$ cat config.mk
export PLATFORM = sky130hd
export DESIGN_NAME = ram_port_arbiter
export DESIGN_NICKNAME = d
export VERILOG_FILES = /design/src/rtl/ram_arb_pkg.sv /design/src/rtl/ram_arb_starve_ctr.sv /design/src/rtl/ram_port_arbiter.sv
export SDC_FILE = /design/constraint.sdc
export NUM_CORES = 1
export LEC_CHECK = 0
export CAP_MARGIN = 10
export CORE_UTILIZATION = 19
export CTS_CLUSTER_DIAMETER = 60
export CTS_CLUSTER_SIZE = 25
export DETAILED_ROUTE_END_ITERATION = 12
export GPL_ROUTABILITY_DRIVEN = 0
export GPL_TIMING_DRIVEN = 1
export PLACE_DENSITY = 0.75
export SYNTH_ARGS = -nofsm -noshare
export SYNTH_HDL_FRONTEND = slang
export SYNTH_SLANG_ARGS = --single-unit
$ cat constraint.sdc
create_clock -name CPUclk -period 1.43 [get_ports CPUclk]
set_input_delay 0.3575 -clock CPUclk [delete_from_list [all_inputs] [get_ports CPUclk]]
set_output_delay 0.3575 -clock CPUclk [all_outputs]
set_load 0.02 [all_outputs]
$ cat src/rtl/ram_arb_pkg.sv
// ram_arb_pkg: shared types and defaults for the RAM port arbiter
package ram_arb_pkg;
  localparam int DEF_WIDTH = 8;
  localparam int DEF_REGISTER_COUNT = 256;
  localparam int DEF_AW = $clog2(DEF_REGISTER_COUNT);
  localparam int DEF_MAX_WAIT = 4;
  typedef enum logic {OWNER_CPU, OWNER_DMA} owner_t;
  typedef struct packed {
    logic we;
    logic [DEF_AW-1:0] addr;
    logic [DEF_WIDTH-1:0] wdata;
  } ram_req_t;
endpackage

$ cat src/rtl/ram_arb_starve_ctr.sv
// ram_arb_starve_ctr: counts denied DMA cycles and forces a DMA grant at MAX_WAIT
module ram_arb_starve_ctr
  import ram_arb_pkg::*;
#(
  parameter int MAX_WAIT = DEF_MAX_WAIT
) (
  input  logic CPUclk,
  input  logic rst,
  input  logic dma_req,
  input  logic dma_gnt,
  output logic force_dma
);
  logic [3:0] cnt;
  always_ff @(posedge CPUclk or posedge rst)
    if (rst) cnt <= '0;
    else cnt <= (!dma_req || dma_gnt) ? 4'd0 : (cnt == 4'(MAX_WAIT)) ? cnt : cnt + 4'd1;
  assign force_dma = dma_req && (cnt == 4'(MAX_WAIT));
endmodule

$ cat src/rtl/ram_port_arbiter.sv
// ram_port_arbiter: CPU-priority sharing of the RAM rw port with a DMA master
// Define RAM_PORT_ARB_STARVE_GUARD_EN to bound DMA starvation at MAX_WAIT cycles.
module ram_port_arbiter
  import ram_arb_pkg::*;
#(
  parameter int WIDTH = DEF_WIDTH,
  parameter int REGISTER_COUNT = DEF_REGISTER_COUNT,
  parameter int MAX_WAIT = DEF_MAX_WAIT,
  localparam int AW = $clog2(REGISTER_COUNT)
) (
  input  logic CPUclk,
  input  logic rst,
  input  logic cpu_req,
  input  logic cpu_we,
  input  logic [AW-1:0] cpu_addr,
  input  logic [WIDTH-1:0] cpu_wdata,
  output logic cpu_gnt,
  output logic cpu_rvalid,
  output logic [WIDTH-1:0] cpu_rdata,
  input  logic dma_req,
  input  logic dma_we,
  input  logic [AW-1:0] dma_addr,
  input  logic [WIDTH-1:0] dma_wdata,
  output logic dma_gnt,
  output logic dma_rvalid,
  output logic [WIDTH-1:0] dma_rdata,
  output logic [AW-1:0] ram_addr,
  output logic [WIDTH-1:0] ram_wdata,
  output logic ram_we,
  input  logic [WIDTH-1:0] ram_rdata
);
  logic force_dma;
  logic pending;
  owner_t owner;
  ram_req_t cpu_r, dma_r, sel;
`ifdef RAM_PORT_ARB_STARVE_GUARD_EN
  ram_arb_starve_ctr #(.MAX_WAIT(MAX_WAIT)) u_ctr (
    .CPUclk(CPUclk),
    .rst(rst),
    .dma_req(dma_req),
    .dma_gnt(dma_gnt),
    .force_dma(force_dma)
  );
`else
  logic unused_max_wait;
  assign unused_max_wait = (MAX_WAIT == 0);
  assign force_dma = 1'b0;
`endif
  assign cpu_gnt = !rst && cpu_req && !force_dma;
  assign dma_gnt = !rst && dma_req && (!cpu_req || force_dma);
  assign cpu_r = '{we: cpu_we, addr: cpu_addr, wdata: cpu_wdata};
  assign dma_r = '{we: dma_we, addr: dma_addr, wdata: dma_wdata};
  assign sel = dma_gnt ? dma_r : cpu_gnt ? cpu_r : ram_req_t'('0);
  assign ram_we = sel.we;
  assign ram_addr = sel.addr;
  assign ram_wdata = sel.wdata;
  always_ff @(posedge CPUclk or posedge rst)
    if (rst) begin
      pending <= 1'b0;
      owner <= OWNER_CPU;
    end else begin
      pending <= (cpu_gnt || dma_gnt) && !sel.we;
      owner <= dma_gnt ? OWNER_DMA : OWNER_CPU;
    end
  assign cpu_rvalid = pending && (owner == OWNER_CPU);
  assign dma_rvalid = pending && (owner == OWNER_DMA);
  // read data only surfaces while a read is returning, so reset leaves it at 0
  assign cpu_rdata = pending ? ram_rdata : '0;
  assign dma_rdata = pending ? ram_rdata : '0;
endmodule
==> After elaboration in Yosys (flattened, before gate mapping) <==
Cells that the tools add are included.
{ "totals": {"regBits": 2, "latch_bits": 0, "mem_bits_rw": 0, "rom_bits": 0, "in_bits": 46, "output_inout_bits": 37, "wordCells": 17, "n_memories": 0} }
{ "classes": {"add_sub_neg": 0, "multipliers": 0, "n_div": 0, "order_cmp": 0, "n_eq_ne": 0, "shift": 0, "mux": 4, "bitwise": 1, "n_reduce_logical": 10} }
{ "ops": {"columns": ["operator", "count"], "rows": [
  ["17-bit two-way mux", 2],
  ["8-bit two-way mux", 1],
  ["1-bit logical AND", 6],
  ["1-bit zero test", 3],
  ["1-bit logical OR", 1],
  ["1-bit two-way mux", 1],
  ["1-bit inverter", 1]
]} }

==> Longest topological paths before layout <==
{ "depth": {"depth_word": 6, "depth_mapped": 4, "depth_no_buf": 2} }

==> Worst setup path after synthesis <==
Ideal clock, no wire load.
{ "synth_path": {"path_kind": "input to output", "startpoint": "input port dma_req", "endpoint": "output port ram_addr[0]", "arrival_time_ps": 1044, "required_ps": 1072, "path_slack_ps": 28, "cell_stages": 4, "path_cell_list": "nor2b_1 -> buf_6 -> buf_8 -> a32o_1"} }
{ "synth_via": {"elab_chain_len": 3} }
{ "synth_rtl": {"columns": ["element", "line_no", "rtl"], "rows": [
  ["start, declared", "ram_port_arbiter.sv:20", "input logic dma_req,"],
  ["1-bit logical AND (2 in series)", "ram_port_arbiter.sv:50", "assign dma_gnt = !rst && dma_req && (!cpu_req || force_dma);"],
  ["17-bit two-way mux", "ram_port_arbiter.sv:53", "assign sel = dma_gnt ? dma_r : cpu_gnt ? cpu_r : ram_req_t'('0);"],
  ["end, declared", "ram_port_arbiter.sv:27", "output logic [AW-1:0] ram_addr,"]
]} }
No other way between the ends.

==> Worst setup path in the final report <==
{ "layout_path": {"startpoint": "register pending", "endpoint": "output port cpu_rdata[4]"} }
{ "layout_via": {"elab_chain_len": 1} }
{ "layout_rtl": {"columns": ["element", "line_no", "rtl"], "rows": [
  ["start, declared", "ram_port_arbiter.sv:33", "logic pending;"],
  ["start signal, assigned", "ram_port_arbiter.sv:62", "pending <= (cpu_gnt || dma_gnt) && !sel.we;"],
  ["8-bit two-way mux", "ram_port_arbiter.sv:68", "assign cpu_rdata = pending ? ram_rdata : '0;"],
  ["end, declared", "ram_port_arbiter.sv:19", "output logic [WIDTH-1:0] cpu_rdata,"]
]} }
No other way between the ends.

==> reports/results.ini <==
[status]
status=finished with violations
violations=setup timing

[layout]
post-route-cell-area_mm2=0.001438
fin_cells=166
diodes=0
utilization_pct=65.62
synthToLayoutAreaGrowth_pct=227.4
nFillCells=200
layout.nets=186
drive_above_1_share_pct=58.70

[setup_path]
critPathMaxStageDelay_ns=0.43
path_class=reg2out
required_ns=1.07
crit_path_start_kind=register
critPathCaptureType=output port
slowest_stage=dfrtp_2
crit_chain=buf_6 -> and2_4 -> buf_6
critPathMostFrequentCell=buf_6
critical_path.max_fanout=6
worstPathArrival_ns=1.09

[routing]
firstDrtPassIters=4
vias=792
drt_iter0_markers=9
wire_per_inst_um=14.70
viasPerCell=4.771
ant_nets=0
wirelength_um=2441
drc=0

[power_and_ir_drop]
irDropWorstVdd_uv=194.5
p_per_area_mw_per_mm2=426.3
power_mw=0.6129
leakage_nw=0.8001

[clocking]
cts_hold_buf=0
clock_sinks=2
cts_buffers=3
clk_pin_slew_ns=0.04
cts.path.max_buffers=2
htree_levels=1
root_buffer=clkbuf_4
cts_tree=done

[timing]
period_share_pct=101.1
setup_ws_ns=-0.01508
worst_pin_slew_ns=0.1750
fmax_mhz=692.0
finalSetupViolations=22
rsz0062_at_grt=yes
relSlewSlack_pct=88.31
hold_slack_ns=0.09522
min_period_ns=1.445
slew_violations=0
tns_ns=-0.1893
hold_violations=0

[place]
post-dp-hpwl_um=1779
place_inst=156
io_buffers=82
dpl_cell_area_mm2=0.001249
pre_cts_ws_ns=-0.9052

[grt]
antenna_found_initial=0
grt_max_degree=11
globalRouteOverflowTotal=0
grt_pass1_wl_um=3512
globalRouteTotalUtil_pct=19.14
grt_pass1_vias=801

[logic_synthesis]
yosysMostFrequentCell=a32o_1
synth-edff-count=0
yosysWarnings=0
synthFlopType=dfrtp_1
ys_seq_area_share_pct=11.40
synth_top_area_share_pct=38.75
syn_nets=96
synth_area_leaders=a32o_1 (39%), and2_1 (14%), buf_4 (14%), dfrtp_1 (11%), buf_6 (7.7%)
synthCells=50
synth.distinct_cells=11
synth_area_leader_cell=a32o_1
synthesis.area_um2=439.2
synth.top_cells.by_count=a32o_1 (17), and2_1 (10), buf_4 (8)
ys_seq_elements=2
avgSynthCellArea_um2=8.783
async_flop_share_pct=100.0

[floorplan]
die_area_mm2=0.002508
die_x_um=50.08
core_area_mm2=0.002191
ios=83
num_rows=17
die_h_um=50.08
initial_core_util_pct=20.05

[hold_path]
min_path_type=in2async

[run]
drv_cap=0

metal layers:
metal | vias up | track usage [%] | share of wire, %
li1 | 366 | - | -
met1 | 372 | 17.00 | 31
met2 | 52 | 38.67 | 58
met3 | 2 | 4.938 | 10
met4 | 0 | 8.571 | 0.49
met5 | - | 0 | 0
report_power, final:
| group | internal [mW] | switching, mW | total, mW |
|---|---|---|---|
| clock | 0.0933 | 0.0392 | 0.132 |
| combinational | 0.247 | 0.170 | 0.417 |
| sequential | 0.0600 | 0.00333 | 0.0634 |
| total | 0.401 | 0.212 | 0.613 |
cell usage in the layout (no fill, tap or decap):
master	synthesis	routed
a22o_1	1	1
a32o_1	17	8
a32o_2	0	9
and2_1	10	1
and2_4	0	9
buf_2	1	2
buf_4	8	4
buf_6	3	47
buf_8	1	2
clkbuf_4	0	3
clkdlybuf4s15_2	0	1
clkdlybuf4s50_1	0	2
dfrtp_1	2	1
dfrtp_2	0	1
dlygate4sd2_1	0	35
dlymetal6s2s_1	0	5
inv_1	3	2
inv_6	0	1
nor2_1	1	1
nor2b_1	3	1
nor2b_4	0	2
kinds of logic after synthesis:
kind of cell           after synthesis  share of synthesized area (%)
buffers and inverters               16                          28.49
and+or+nand+nor                     14                          19.37
DFF                                  2                          11.40
AOI/OAI and AO/OA                   18                          40.74
state kept, by name, indices dropped and copies added (netlist names):
signal and flops:
owner 1, pending 1
worst max-delay path, delay by kind of cell (launching register included):
| family | cells | cell delay (ns) |
|---|---|---|
| flops | 1 | 0.43 |
| buf+inv | 2 | 0.26 |
| simple gates | 1 | 0.16 |
layout make-up:
cell class                 instances  area [um2]  share of cell area [%]
clock buffer                       3       22.52                   1.567
inverter                           3       16.27                   1.131
multi-input combinational         32       312.8                   21.76
sequential                         2       51.30                   3.568
tap                               28       35.03                   2.437
timing repair buffer              98       999.7                   69.54
worst max-delay path by stage:
stage                 start      endpoint  slack, ns
6_report            pending  cpu_rdata[4]      -0.02
3_5_place_dp        cpu_req   ram_addr[5]      -0.91
2_1_floorplan       dma_req   ram_addr[0]       0.03
4_1_cts        ram_rdata[3]  cpu_rdata[3]      -0.04
5_1_grt             pending  dma_rdata[1]      -0.04
3_3_place_gp        dma_req  ram_wdata[7]      -0.89
what timing repair did:
action | in CTS | in global routing
setup buffers | 1 | 2
gates cloned | 4 | 0
resized for setup | 271 | 45
setup endpoints to repair | 37 | 33
pin swaps | 17 | 5
(Power assumes the default switching activity.)
